--- config.mk ---
export PLATFORM = sky130hd
export DESIGN_NAME = vending_machine_multi
export DESIGN_NICKNAME = d
export VERILOG_FILES = /design/src/rtl/vending_machine_multi.sv
export SDC_FILE = /design/constraint.sdc
export NUM_CORES = 1
export LEC_CHECK = 0
export BUFFER_PORTS_ARGS = -buffer_cell sky130_fd_sc_hd__buf_2
export CORE_MARGIN = 3
export CORE_UTILIZATION = 60
export CTS_CLUSTER_DIAMETER = 120
export DETAILED_ROUTE_END_ITERATION = 8
export PLACE_DENSITY_LB_ADDON = 0.15
export SYNTH_ARGS = -nofsm -noshare
export SYNTH_HDL_FRONTEND = slang
export SYNTH_SLANG_ARGS = --single-unit
--- constraint.sdc ---
create_clock -name clk -period 6.2 [get_ports clk]
set_clock_uncertainty 0.2 [all_clocks]
set_input_delay 0.93 -clock clk [delete_from_list [all_inputs] [get_ports clk]]
set_output_delay 0.93 -clock clk [all_outputs]
set_load 0.005 [all_outputs]
--- src/rtl/vending_machine_multi.sv ---
// vending_machine_multi: N-product vending controller (1/2/5 coins, credit ceiling, refund, greedy change).
// Define VM_TIMEOUT_EN to make an idle COLLECT period of TIMEOUT_CYC cycles act as cancel.
module vending_machine_multi #(
  parameter int N_PROD = 4,
  parameter int CREDIT_W = 8,
  parameter logic [N_PROD*CREDIT_W-1:0] PRICES = {8'd5, 8'd3, 8'd2, 8'd1},
  parameter int MAX_CREDIT = 20,
  parameter int TIMEOUT_CYC = 1000
) (
  input  logic                clk,
  input  logic                reset,
  input  logic [2:0]          coin_in,
  input  logic [N_PROD-1:0]   sel,
  input  logic                cancel,
  input  logic                change_ready,
  output logic [CREDIT_W-1:0] credit,
  output logic [N_PROD-1:0]   selected,
  output logic                vend,
  output logic                coin_reject,
  output logic                change_valid,
  output logic [2:0]          change_out,
  output logic                busy
);
  typedef enum logic [1:0] {IDLE, COLLECT, VEND, CHANGE} state_t;
  state_t state, state_n;
  logic [CREDIT_W-1:0] credit_n, price, coin_val, chg_val;
  logic [CREDIT_W:0] coin_sum;
  logic [N_PROD-1:0] selected_n;
  logic sel_ok, coin_take, vend_go, timeout;
  assign coin_val = coin_in == 3'b001 ? CREDIT_W'(1) : coin_in == 3'b010 ? CREDIT_W'(2) :
                    coin_in == 3'b100 ? CREDIT_W'(5) : '0;
  assign coin_sum = {1'b0, credit} + {1'b0, coin_val};
  assign sel_ok = $onehot(sel);
  assign busy = state == VEND || state == CHANGE;
  assign change_valid = state == CHANGE;
  assign change_out = !change_valid ? 3'b000 : credit >= CREDIT_W'(5) ? 3'b100 :
                      credit >= CREDIT_W'(2) ? 3'b010 : 3'b001;
  assign chg_val = change_out[2] ? CREDIT_W'(5) : change_out[1] ? CREDIT_W'(2) : CREDIT_W'(1);
  assign vend_go = state == COLLECT && |selected && credit >= price;
  always_comb begin
    price = '0;
    for (int i = 0; i < N_PROD; i++)
      if (selected[i]) price = PRICES[i*CREDIT_W +: CREDIT_W];
  end
`ifdef VM_TIMEOUT_EN
  localparam int TW = $clog2(TIMEOUT_CYC + 1);
  logic [TW-1:0] idle_cnt;
  assign timeout = state == COLLECT && idle_cnt == TW'(TIMEOUT_CYC - 1);
  always_ff @(posedge clk or negedge reset)
    if (!reset) idle_cnt <= '0;
    else idle_cnt <= (state_n != COLLECT || coin_take || sel_ok) ? '0 : idle_cnt + 1'b1;
`else
  assign timeout = 1'b0;
`endif
  always_comb begin
    state_n = state;
    credit_n = credit;
    selected_n = selected;
    coin_take = 1'b0;
    case (state)
      IDLE, COLLECT: begin
        if (state == COLLECT && (cancel || timeout)) begin
          state_n = credit == '0 ? IDLE : CHANGE;
          selected_n = '0;
        end else begin
          // selection is frozen once the vend decision is taken on the registered values
          if (sel_ok && !vend_go) selected_n = sel;
          coin_take = coin_val != '0 && coin_sum <= (CREDIT_W+1)'(MAX_CREDIT);
          if (coin_take) credit_n = coin_sum[CREDIT_W-1:0];
          state_n = vend_go ? VEND : (coin_take || sel_ok) ? COLLECT : state;
        end
      end
      VEND: begin
        credit_n = credit - price;
        selected_n = '0;
        state_n = credit != price ? CHANGE : IDLE;
      end
      default: if (change_ready) begin
        credit_n = credit - chg_val;
        if (credit == chg_val) state_n = IDLE;
      end
    endcase
  end
  always_ff @(posedge clk or negedge reset)
    if (!reset) begin
      state <= IDLE;
      credit <= '0;
      selected <= '0;
      vend <= 1'b0;
      coin_reject <= 1'b0;
    end else begin
      state <= state_n;
      credit <= credit_n;
      selected <= selected_n;
      vend <= state_n == VEND;
      coin_reject <= |coin_in && !coin_take;
    end
endmodule

# Word-level counts from Yosys, hierarchy flattened
# Index checks and enable logic that the tools add are counted.
dict set report classes {
  n_addsub 6
  magnitude_cmp 4
  n_eq_ne 13
  n_mux 29
  reduce_logical 20
}
# cell count
set op_table {}
lappend op_table {{two-way mux 8 bit} 4}
lappend op_table {{two-way mux 2 bit} 11}
lappend op_table {{two-way mux 3 bit} 6}
lappend op_table {{case mux 8 bit (2 select lines)} 1}
lappend op_table {{adder 8 x 3 -> 9 bit} 1}
lappend op_table {{less-or-equal comparator 9 x 5 -> 1 bit, second input constant} 1}
lappend op_table {{== test 8 x 3 -> 1 bit} 1}
lappend op_table {{>= comparator 8 x 2 -> 1 bit, second input constant} 1}
lappend op_table {{>= comparator 8 x 3 -> 1 bit, second input constant} 1}
lappend op_table {{>= comparator 8 bit} 1}
lappend op_table {{logical NOT 8 bit} 1}
lappend op_table {{two-way mux 4 bit} 2}
lappend op_table {{inequality test 8 bit} 1}
lappend op_table {{case mux 4 bit (2 select lines)} 1}
lappend op_table {{nonzero test 8 bit} 1}
lappend op_table {{subtractor 8 x 3 -> 8 bit} 1}
lappend op_table {{subtractor 8 bit} 1}
lappend op_table {{== test 2 bit, second input constant} 3}
lappend op_table {{== test 3 x 1 -> 1 bit, second input constant} 2}
lappend op_table {{logical AND 1 bit} 6}
lappend op_table {{adder 1 x 1 -> 2 bit} 2}
lappend op_table {{inequality test 2 bit, second input constant} 2}
lappend op_table {{case mux 2 bit (2 select lines)} 1}
lappend op_table {{OR reduction 4 bit} 1}
lappend op_table {{other kinds (15)} 19}
dict set report totals {
  reg_bits 16
  out_inout_bits 19
}

# Longest topological paths before layout
# Gate-level depths: netlist of run 1.
dict set report logic_depth {
  ltp_word 13
  ltp_mapped 13
  ltp_nobuf 13
}

# Worst setup path after synthesis of run 1
# Ideal clock, no wire load.
dict set report synth_timing {
  kind {input port to flip-flop}
  startpoint {input port coin_in[0]}
  endpoint {register credit[3]}
  setup_time_ns 0.139
  arrival_time_ns 3.128
  required_ns 5.861
  path_slack_ns 2.734
  stages 10
  cell_sequence {xnor2_1 > nor2_1 > ha_1 > fa_1 > a21o_2 > a21boi_2 > o211ai_1 > a32oi_4 > mux2i_1 > or4b_1}
}
dict set report synth_between {
  elab_chain_len 9
}
# item line_no
set synth_lines {}
lappend synth_lines {{start, declared} 12} ;# input logic [2:0] coin_in,
lappend synth_lines {{== test 3 bit} 31} ;# coin_in == 3'b100 ? CREDIT_W'(5) : '0;
lappend synth_lines {{two-way mux 3 bit} 31}
lappend synth_lines {{two-way mux 3 bit} 30} ;# assign coin_val = coin_in == 3'b001 ? CREDIT_W'(1) : coin_in == 3'b010 ? CREDIT_W'(2) :
lappend synth_lines {{two-way mux 3 bit (*)} 30}
lappend synth_lines {{adder 8 x 3 -> 9 bit} 32} ;# assign coin_sum = {1'b0, credit} + {1'b0, coin_val};
lappend synth_lines {{less-or-equal comparator 9 x 5 -> 1 bit} 68} ;# coin_take = coin_val != '0 && coin_sum <= (CREDIT_W+1)'(MAX_CREDIT);
lappend synth_lines {{logical AND 1 bit} 68}
lappend synth_lines {{inequality test 2 bit (no line)} n/a}
lappend synth_lines {{AND reduction 3 bit (no line)} n/a}
lappend synth_lines {{end signal, assigned} 93} ;# credit <= credit_n;
lappend synth_lines {{end, declared} 16} ;# output logic [CREDIT_W-1:0] credit,
# Every way passes the cells marked *; elsewhere a longest branch is shown, timed or not. The select of a mux whose other input is x is not followed.
# A chain may end at the register's enable or synchronous reset.

# Worst setup path after layout of run 1
dict set report layout_timing {
  startpoint {register state[1]}
  endpoint {register credit[4]}
}
dict set report layout_between {
  elab_chain_len 7
}
# item line_no
set layout_lines {}
lappend layout_lines {{start, declared} 25} ;# state_t state, state_n;
lappend layout_lines {{start signal, assigned} 92} ;# state <= state_n;
lappend layout_lines {{== test 2 bit} 35} ;# assign change_valid = state == CHANGE;
lappend layout_lines {{two-way mux 3 bit} 36} ;# assign change_out = !change_valid ? 3'b000 : credit >= CREDIT_W'(5) ? 3'b100 :
lappend layout_lines {{two-way mux 2 bit} 38} ;# assign chg_val = change_out[2] ? CREDIT_W'(5) : change_out[1] ? CREDIT_W'(2) : CREDIT_W'(1);
lappend layout_lines {{two-way mux 3 bit} 38}
lappend layout_lines {{subtractor 8 x 3 -> 8 bit} 79} ;# credit_n = credit - chg_val;
lappend layout_lines {{two-way mux 8 bit} 78} ;# default: if (change_ready) begin
lappend layout_lines {{case mux 8 bit (2 select lines)} 60} ;# case (state)
# Several ways; a longest one is shown, not always the timed one. The select of a mux whose other input is x is not followed.

==> results of run 1 <==
## layer usage
layer | global-route usage, % | share of wire [%] | routed length (um) | vias up
li1 | - | - | - | 852
met1 | 35.3 | 47 | 2030 | 814
met2 | 39.5 | 45 | 1940 | 64
met3 | 3.40 | 6.4 | 273 | 6
met4 | 9.91 | 1.4 | 59 | 0
met5 | 0 | 0 | 0 | -
## cell families after synthesis
| family | after synthesis | share of synthesized area, % |
|---|---|---|
| multiplexers | 13 | 7.70 |
| flip-flops | 16 | 22.4 |
| buffers and inverters | 30 | 8.05 |
| AO/OA/AOI/OAI | 50 | 21.1 |
| XOR/XNOR | 6 | 2.94 |
| adder cells (fa/ha/maj) | 15 | 12.2 |
| AND/OR/NAND/NOR | 93 | 25.6 |
## registers in the layout (all words and copies together), names as in the netlist
register / count
credit: 8
state: 2
selected: 4
coin_reject: 1
vend: 1
## path summary, 6_finish.rpt
| check | from | end | slack, ns | cells after the start |
|---|---|---|---|---|
| setup / recovery | state[1] | credit[4] | 2.40 | 13 |
| hold / removal | reset | credit[1] | 0.34 | 1 |
| setup reg to reg | state[1] | credit[4] | 2.40 | 13 |
| hold reg to reg | selected[3] | selected[3] | 0.41 | 2 |
| max in group asynchronous | reset | selected[1] | 5.18 | 1 |
| min in group clk | selected[3] | selected[3] | 0.41 | 2 |
## metrics by stage
| stage | setup WS (ns) | std cells | power (uW) |
|---|---|---|---|
| floorplan | 2.73 | 223 | 375 |
| global placement | 2.33 | 272 | 439 |
| detailed placement | 2.31 | 272 | 443 |
| CTS | 2.44 | 276 | 518 |
| global route | 1.96 | 276 | 559 |
| finish | 2.40 | 276 | 519 |
## power by group through the flow
stage / registers [uW] / clock network, uW / logic (uW)
floorplan: 141 / 0 / 234
global placement: 155 / 0 / 284
detailed placement: 155 / 0 / 288
CTS: 153 / 75.3 / 289
global route: 158 / 78.7 / 323
finish: 153 / 74.8 / 291
## worst reg2reg max path, delay by kind of cell (launching register included)
family	cells	cell delay, ns
multiplexers	1	0.31
AND/OR/NAND/NOR	5	0.85
adder cells (fa/ha/maj)	2	0.62
AO/OA/AOI/OAI	3	0.58
buffers and inverters	2	0.34
flip-flops	1	0.79
## area by class of cell
cell class / count / area share [%]
Multi-Input combinational cell: 177 / 64.1
Sequential cell: 16 / 20.6
Timing Repair Buffer: 30 / 7.87
Inverter: 18 / 3.48
Tap cell: 31 / 2.00
Clock buffer: 4 / 1.87
## placed cells by master, fill, tap and decap left out, drive strengths merged, types with 2 or more instances in the layout
cell and n:
xnor2 3, inv 18, fa 4, nand2 21
and2 3, and3 3, o21a 2, nor2b 3
o211ai 5, nand3 18, clkbuf 4, a21o 2
a22oi 2, mux2 3, nor3b 3, o221a 2
nor3 9, a211oi 2, a31oi 3, nand4 4
nand2b 2, a32oi 2, nor2 21, o21ai 12
a21oi 7, nor4 2, mux2i 10, dfrtp 16
buf 30, ha 11, xor2 3, a211o 3
==> impl_results.md, run 1 <==
* IO Port Bufs at 29
* Synth top area share at 22.4%
* Hold Crit Class: primary input to async pin
* Die area at 3670 um^2
* Final hold slack at 0.340 ns
* CP max stage cell: dfrtp_1
* Leak at 0.000879 uW
* Final period util at 61.3%
* Synthesis Warnings at 0
* Clock slew at reported path FFs at 0.11 ns
* Routed vias/inst at 6.29
* Final hold viol count at 0
* Async set-reset flop share out of synthesis at 100%
* Tot GR Track Use at 25.2%
* Post-cts sizing count at 0
* Leading area contributor after synthesis: dfrtp_1
* Maximum number of pins on one net before global-route repair at 24
* Post-CTS Setup Inserts at 0
* Clock power share at 14.4%
* Crit path kind: flip-flop to flip-flop
* DP HPWL at 3.25 mm
* CTS Sinks at 16
* Area grow syn2layout at 8.47%
* Status: finished, final reports clean
* Cell-internal power at 284 uW
* Avg Cell Area, Syn at 8.02 um^2
* Synth area leaders: dfrtp_1 22%, ha_1 7.7%, mux2i_1 5.6%
* Post-Synthesis Cells at 223
* Net Switching at 235 uW
* Detailed-route DRC error count at 0
* Chip height at 60.6 um
* Core area at 2810 um^2
* Flop pwr share at 29.5%
* Minimum clock period at 3.80 ns
* Max Clk Rate at 263 MHz
* Crit path buf inv count at 2
* CTS max path bufs at 2
* Final instance area at 1940 um^2
* # nets final at 272
* I/O pins at 30
* Placer Congestion at 0.883
* Total wire length at 4.30 mm
* Crit path cell chain: inv_1 -> nor2_1 -> nand2_1 -> nor3_1 -> inv_1 -> ha_1 -> fa_1 -> nand2b_1 -> a32oi_1 -> a21oi_1 -> mux2_2 -> a31oi_1 -> nand4_1
* Final Util at 69.1%
* P per Cell Area at 267 nW/um^2
* RSZ-0062 raised after global routing: false
* Root Buffer: clkbuf_4
* Num CTS Buffers at 3
* CTS H-tree depth at 1
* Critical Path AT at 3.79 ns
* Most used flip-flop cell after synthesis: dfrtp_1
* Vias in the first global route at 1600
* Slew margin rel. at 31.1%
* Total of max-cap violations at 0
* Placement Rows at 19
* Crit-path max cell delay at 0.79 ns
* Setup_tns at 0 ns
* Sequential area share after synthesis at 22.4%
* Netlist cell types at 54
* # diodes at 0
* DIE WIDTH at 60.6 um
* Synthesized Nets at 249
* Via count at 1736
* Starting Density at 63.7%
* Slew Limit Fails at 0
* Post-synth EDFFs at 0
* Area post-placement at 1900 um^2
* Synthesized flop and latch total at 16
* Switching portion of total power at 45.3%
* DRT iter0 DRCs at 117
* Worst setup EP type: flip-flop
* Drt pass-1 iters at 4
* GR Overflow Total at 0
* Multi-input gate area at 1240 um^2
* Combinational fraction of design power at 56.0%
* Crit-path max FO at 23
* FF/Latch Area at 400 um^2
* CP startpoint kind: flip-flop
* CTS Hold Bufs at 0
* Crit path top cell by count: inv_1
* Synth cell count leaders: 21 x nand2_1, 21 x nor2_1, 18 x inv_1, 18 x nand3_1, 16 x dfrtp_1
* Initial antenna violation count at 0
* Count of final setup violators at 0
* Routed Antenna Nets at 0
* Mapped cell area at 1790 um^2
* Worst Max-Slew Pin Slew at 1.03 ns
* WP data required at 6.19 ns
* Routed WL per cell at 15.6 um
* Share of cells above drive strength 1 at 19.6%
* TritonCTS clock tree: done
* Clock Latency Late Sink at 0.30 ns
* Global-route wire length before repair at 7.15 mm
* Top delay family on crit path: simple AND/OR/NAND/NOR gates
* Largest vdd supply drop at 0.119 mV
* Fillers at 242
(Power assumes the default switching activity.)
==> inputs of run 2 (changes only) <==
--- a/config.mk
+++ b/config.mk
@@ -5,9 +5,10 @@
 export SDC_FILE = /design/constraint.sdc
 export NUM_CORES = 1
 export LEC_CHECK = 0
+export ABC_AREA = 1
 export BUFFER_PORTS_ARGS = -buffer_cell sky130_fd_sc_hd__buf_2
 export CORE_MARGIN = 3
-export CORE_UTILIZATION = 60
+export CORE_UTILIZATION = 57
 export CTS_CLUSTER_DIAMETER = 120
 export DETAILED_ROUTE_END_ITERATION = 8
 export PLACE_DENSITY_LB_ADDON = 0.15
==> constraint.sdc (replaced) <==
create_clock -name clk -period 3.57 [get_ports clk]
set_clock_uncertainty 0.2 [all_clocks]
set_input_delay 0.5355 -clock clk [delete_from_list [all_inputs] [get_ports clk]]
set_output_delay 0.5355 -clock clk [all_outputs]
set_load 0.005 [all_outputs]
==> run 2 against run 1 <==
  * Worst hold slack lost 0.047 ns
  * Register-to-register slack lost 2.0 ns
  * Largest cell class unchanged
  * Maximum frequency grew 19%
  * Highest routed layer unchanged
==> impl_results.md, run 2 <==
* Status: finished, final reports clean
* Clock power share at 6.4%
* Setup_tns at 0 ns
* Total wire length at 4.69 mm
* Routed WL per cell at 14.4 um
* Switching portion of total power at 57.0%
* Max Clk Rate at 314 MHz
* CTS Sinks at 16
* Most common cell after layout, fill and taps aside: nand2_1
* Initial antenna violation count at 0
* Count of final setup violators at 0
* Hold depth at 3
* Total of max-cap violations at 0
* DIE WIDTH at 61.4 um
* Post-Synthesis Cells at 264
* Reg with most FFs: credit
* Hold Crit Class: primary input to flip-flop
* Synthesis Warnings at 0
* Final hold slack at 0.293 ns
* Synth top area share at 22.9%
* Chip height at 61.4 um
* Pwr Total at 1970 uW
* Sequential area share after synthesis at 22.9%
* Largest vdd supply drop at 0.719 mV
* CTS max path bufs at 2
* GR Overflow Total at 0
* Synth area leaders: dfrtp_1 23%, nand2_1 14%, inv_1 9.0%
* Max FFs per register at 8
* Netlist cell types at 35
* Combinational fraction of design power at 74.2%
* Grt met1 use at 38.6%
* Pre-CTS setup slack at 0.448 ns
* Async set-reset flop share out of synthesis at 100%
* Core area at 2830 um^2
* Area grow syn2layout at 11.6%
* Clock Latency Late Sink at 0.30 ns
* IO Port Bufs at 29
* Slew Limit Fails at 0
* TritonCTS clock tree: done
* Tot GR Track Use at 27.4%
* Most frequent cells in the layout: 64 x nand2_1, 42 x inv_1, 29 x buf_2
* Minimum clock period at 3.19 ns
* Die area at 3760 um^2
* # diodes at 0
* I/O pins at 30
* Net Switching at 1120 uW
* Met2 usage at 44.6%
* Worst reg-to-reg path cell count at 14
* Most used flip-flop cell after synthesis: dfrtp_1
* Critical Path AT at 3.18 ns
* Via count at 1848
* WP data required at 3.56 ns
* Busiest grt layer: met2
* CP startpoint kind: flip-flop
* Mapped cell area at 1750 um^2
* Routed vias/inst at 5.69
* Top flop regs: credit (8), selected (4), state (2)
* RSZ-0062 raised after global routing: false
* Flop pwr share at 19.4%
* Crit-path max FO at 9
* Worst setup EP type: flip-flop
* Vias in the first global route at 1612
* Met3 GRT Util at 5.87%
* Post-cts sizing count at 0
* Slew margin rel. at 64.1%
* Final hold viol count at 0
* Placer Congestion at 0.965
* Starting Density at 61.7%
* Final period util at 89.3%
* P per Cell Area at 1010 nW/um^2
* Maximum number of pins on one net before global-route repair at 17
* DRT iter0 DRCs at 128
* Global-route wire length before repair at 7.57 mm
* Placement Rows at 19
* Final Util at 68.9%
* Post-synth EDFFs at 0
* Num CTS Buffers at 3
* Clock slew at reported path FFs at 0.10 ns
* CTS H-tree depth at 1
* Root Buffer: clkbuf_4
* Detailed-route DRC error count at 0
* Synthesized Nets at 290
* Share of cells above drive strength 1 at 18.7%
* Most common cell in the netlist: nand2_1
* Routed Antenna Nets at 0
* Leading area contributor after synthesis: dfrtp_1
* Post-CTS Setup Inserts at 0
* # nets final at 321
* Worst Max-Slew Pin Slew at 0.537 ns
* Avg Cell Area, Syn at 6.62 um^2
* Crit path kind: flip-flop to flip-flop
* Drt pass-1 iters at 4
* Synth cell count leaders: 64 x nand2_1, 42 x inv_1, 28 x nor2_1, 25 x nand3_1, 17 x o21ai_0
* Synthesized flop and latch total at 16
* DP HPWL at 3.70 mm
* Setup WS post-layout at 0.383 ns
* Cell-internal power at 845 uW
* Leak at 0.00109 uW
==> run 2: stage by stage <==
step,instances,cell area (um^2)
global route,325,1950
global placement,320,1900
detailed placement,320,1900
CTS,325,1950
floorplan,264,1750
finish,325,1950
==> run 2: final timing paths <==
check | slack [ns] | from | endpoint
max in group asynchronous | 2.40 | reset | credit[7]
worst max-delay path | 0.38 | credit[4] | credit[4]
worst min register to register | 0.36 | credit[0] | credit[0]
worst max register to register | 0.38 | credit[4] | credit[4]
worst min-delay path | 0.29 | sel[2] | selected[2]
min in group asynchronous | 0.48 | reset | credit[4]
==> run 2: metal layers <==
| metal | share of wire [%] | vias to the layer above | wire [um] |
|---|---|---|---|
| met3 | 9.2 | 6 | 433 |
| met2 | 47 | 91 | 2180 |
| met4 | 0.60 | 0 | 28 |
| li1 | - | 909 | - |
| met5 | 0 | - | 0 |
| met1 | 44 | 842 | 2050 |
==> run 2: critical path, stage by stage (launching register included) <==
cell and delay [ns]:
dfrtp_1 0.53, nor2_1 0.27, nand2_1 0.13, a211oi_1 0.27, nand2_1 0.14, nor2_1 0.13, inv_1 0.08, ha_1 0.21
fa_1 0.37, inv_1 0.08, nand2_1 0.11, nand3_1 0.09, a21oi_1 0.07, a211oi_1 0.30, o21ai_2 0.10
==> run 2: area by class of cell <==
class                   count  area [um^2]
fillers                   279          880
well taps                  31         38.8
multi-input cells         199         1140
inverters                  42          158
clock buffers               4         36.3
repair buffers             33          178
flip-flops and latches     16          400
==> run 2: logic make-up (layout without fill, tap and decap cells) <==
kind of cell,after synthesis,count (layout),synth area share [%]
compound gates,39,39,13.6
xor+xnor,4,4,2.01
fa+ha+maj,15,15,12.5
buf+inv,49,79,11.9
flops,16,16,22.9
simple gates,141,141,37.1
==> run 2: timing repair <==
item	CTS	global route
hold buffers	1	0
endpoints found under the hold margin	16	0
endpoints found under the setup margin	0	0
==> run 2: power by group through the flow <==
stage	registers, uW	logic (uW)	clock network, uW
3_3_place_gp	382	1410	0
2_1_floorplan	344	1100	0
3_5_place_dp	380	1430	0
4_1_cts	376	1450	127
5_1_grt	397	1660	133
6_report	381	1460	126
==> inputs of run 3 (changes only) <==
--- a/config.mk
+++ b/config.mk
@@ -8,7 +8,8 @@
 export ABC_AREA = 1
 export BUFFER_PORTS_ARGS = -buffer_cell sky130_fd_sc_hd__buf_2
 export CORE_MARGIN = 3
-export CORE_UTILIZATION = 57
+export CORE_UTILIZATION = 53
+export CTS_BUF_LIST = sky130_fd_sc_hd__clkbuf_4
 export CTS_CLUSTER_DIAMETER = 120
 export DETAILED_ROUTE_END_ITERATION = 8
 export PLACE_DENSITY_LB_ADDON = 0.15
==> constraint.sdc (replaced) <==
create_clock -name clk -period 2.58 [get_ports clk]
set_clock_uncertainty 0.2 [all_clocks]
set_input_delay 0.387 -clock clk [delete_from_list [all_inputs] [get_ports clk]]
set_output_delay 0.387 -clock clk [all_outputs]
set_load 0.005 [all_outputs]
==> run 3 against run 2 <==
  * The run now ends with negative setup slack left
  * Non-clock buffer count increased by 47
  * Die area grew 6.8%
  * Count of clock-buffer cells in the layout down 1
  * Sequential power grew 21%
  * Utilization grew 14 points
  * Routed wire length is 27% higher
  * First-iteration DRC count is 13% lower
  * Combinational power up 120%
  * Via count is 16% higher
  * Design area is 32% higher
  * Global-route usage up 1.8 points
  * Clock power grew 5%
  * Largest power group unchanged
==> impl_results.md, run 3 (synthesis gave the netlist of run 2 again) <==
* Worst Max-Slew Pin Slew at 0.615 ns
* Root Buffer: clkbuf_4
* Worst setup path start: credit[6]
* Multi-input gate area at 1390 um^2
* DRT iter0 DRCs at 111
* Setup WS post-layout at -0.137 ns
* Status: complete, but fails checks
* CP startpoint kind: flip-flop
* CTS max path bufs at 2
* Minimum clock period at 2.72 ns
* Placement Rows at 20
* Tot GR Track Use at 29.2%
* Final hold viol count at 0
* Starting Density at 56.3%
* WP data required at 2.56 ns
* Global-route wire length before repair at 9.31 mm
* Share of cells above drive strength 1 at 43.5%
* DP HPWL at 4.33 mm
* GR Overflow Total at 0
* Placer Congestion at 0.931
* Die area at 4020 um^2
* Crit path top cell by count: nand2_1
* Hold depth at 3
* CTS H-tree depth at 1
* I/O pins at 30
* TritonCTS clock tree: done
* Flop pwr share at 12.0%
* P per Cell Area at 1500 nW/um^2
* Combinational fraction of design power at 84.5%
* CTS Sinks at 16
* Chip height at 63.4 um
* Routed vias/inst at 5.58
* Reg with most FFs: credit
* Max Clk Rate at 368 MHz
* Area grow syn2layout at 47.0%
* # nets final at 368
* Maximum number of pins on one net before global-route repair at 17
* Drt pass-1 iters at 5
* Total of max-cap violations at 0
* Clock Latency Late Sink at 0.29 ns
* Hold path start: sel[2]
* Worst setup EP type: flip-flop
* Critical Path AT at 2.70 ns
* Fillers at 245
* RSZ-0062 raised after global routing: true
* Top flop regs: credit (8), selected (4), state (2)
* Crit-path max FO at 4
* Leak at 0.00134 uW
* Net Switching at 2050 uW
* Violated checks: negative setup slack
* Switching portion of total power at 53.4%
* Worst reg-to-reg path cell count at 16
* Total wire length at 5.93 mm
* Slew Limit Fails at 0
* Final period util at 105%
* Clock power share at 3.4%
* Vias in the first global route at 2106
* Num CTS Buffers at 3
* Crit path kind: flip-flop to flip-flop
* Top delay family on crit path: simple AND/OR/NAND/NOR gates
* Crit path buf inv count at 2
* Slew margin rel. at 58.8%
* Cell-internal power at 1790 uW
* Max FFs per register at 8
* Routed WL per cell at 15.4 um
* CP Depth at 16
* Reg-to-reg startpoint: credit[6]
* FF/Latch Area at 402 um^2
* Initial antenna violation count at 0
* Largest vdd supply drop at 1.39 mV
* Setup_tns at -0.500 ns
* Count of final setup violators at 6
* CP max stage cell: dfrtp_1
* DIE WIDTH at 63.4 um
* IO Port Bufs at 29
* # diodes at 0
* Routed Antenna Nets at 0
* Crit-path max cell delay at 0.40 ns
* Final hold slack at 0.150 ns
* Core area at 3100 um^2
* Clock slew at reported path FFs at 0.09 ns
* Crit path cell chain: nor2_2 -> nand2_2 -> a211oi_2 -> nand2_1 -> nor2_2 -> inv_2 -> ha_4 -> nand2_1 -> o21ai_1 -> buf_4 -> nor2_4 -> xor2_2 -> nand2_1 -> nand3_1 -> nand3_1 -> nand2_1
* Hold Crit Class: primary input to flip-flop
* Detailed-route DRC error count at 0
* Most common cell after layout, fill and taps aside: nand2_1
* Most frequent cells in the layout: 58 x nand2_1, 47 x buf_4, 35 x inv_1
* Via count at 2141
[run 3: cell types whose count changed in the layout (fill, tap and decap cells not counted), sizes merged]
| cell | delta |
|---|---|
| buf | +47 |
| clkbuf | -1 |
[run 3: metal layers]
layer	up-vias	global-route usage [%]	part of all wire, %
met5	-	0	0
met4	0	11.9	4.2
met3	27	5.70	8.5
met2	104	49.4	50
met1	999	36.3	38
li1	1011	-	-
[run 3: worst register-to-register path, stage by stage (launching register included)]
cell and delay (ns):
dfrtp_1 0.40, nor2_2 0.16, nand2_2 0.09, a211oi_2 0.26, nand2_1 0.14, nor2_2 0.15, inv_2 0.08, ha_4 0.28
nand2_1 0.04, o21ai_1 0.12, buf_4 0.18, nor2_4 0.06, xor2_2 0.16, nand2_1 0.07, nand3_1 0.06, nand3_1 0.10
nand2_1 0.06
[run 3: metrics by stage]
step / power, uW / area (um^2) / worst slack, ns / std cells / utilization, %
2_1_floorplan: 2080 / 1780 / -0.0486 / 264 / -
3_3_place_gp: 3030 / 2280 / -0.177 / 376 / 73.3
3_5_place_dp: 3080 / 2280 / -0.209 / 376 / 73.3
4_1_cts: 3320 / 2360 / 0.0000111 / 383 / 76.0
5_1_grt: 4160 / 2570 / -0.287 / 384 / 82.7
6_report: 3840 / 2570 / -0.137 / 384 / 82.7
[run 3: area by class of cell]
| class | instances | share of cell area, % |
|---|---|---|
| inverter | 42 | 6.14 |
| tap | 44 | 2.14 |
| clock buffer | 3 | 0.877 |
| multi-input combinational | 199 | 54.1 |
| timing repair buffer | 80 | 21.1 |
| sequential | 16 | 15.6 |
[run 3: what timing repair did]
item                                    4_1_cts  5_1_grt
gates resized for setup                       8       48
pin swaps                                     4       23
hold buffers                                  1        0
hold endpoints to repair                     16        0
buffers inserted                              3        2
endpoints found under the setup margin        6       16
[run 3: worst paths after layout]
path	slack (ns)	endpoint
max	-0.14	credit[7]
min	0.15	selected[2]
max reg2reg	-0.14	credit[7]
min reg2reg	0.37	credit[0]
max in group asynchronous	1.56	credit[4]
min in group asynchronous	0.33	coin_reject
[run 3: power by group through the flow]
stage          clock (uW)  combinational, uW  sequential (uW)
2_1_floorplan           0               1600              479
3_3_place_gp            0               2570              457
3_5_place_dp            0               2630              458
4_1_cts               128               2730              458
5_1_grt               144               3550              473
6_report              132               3250              462
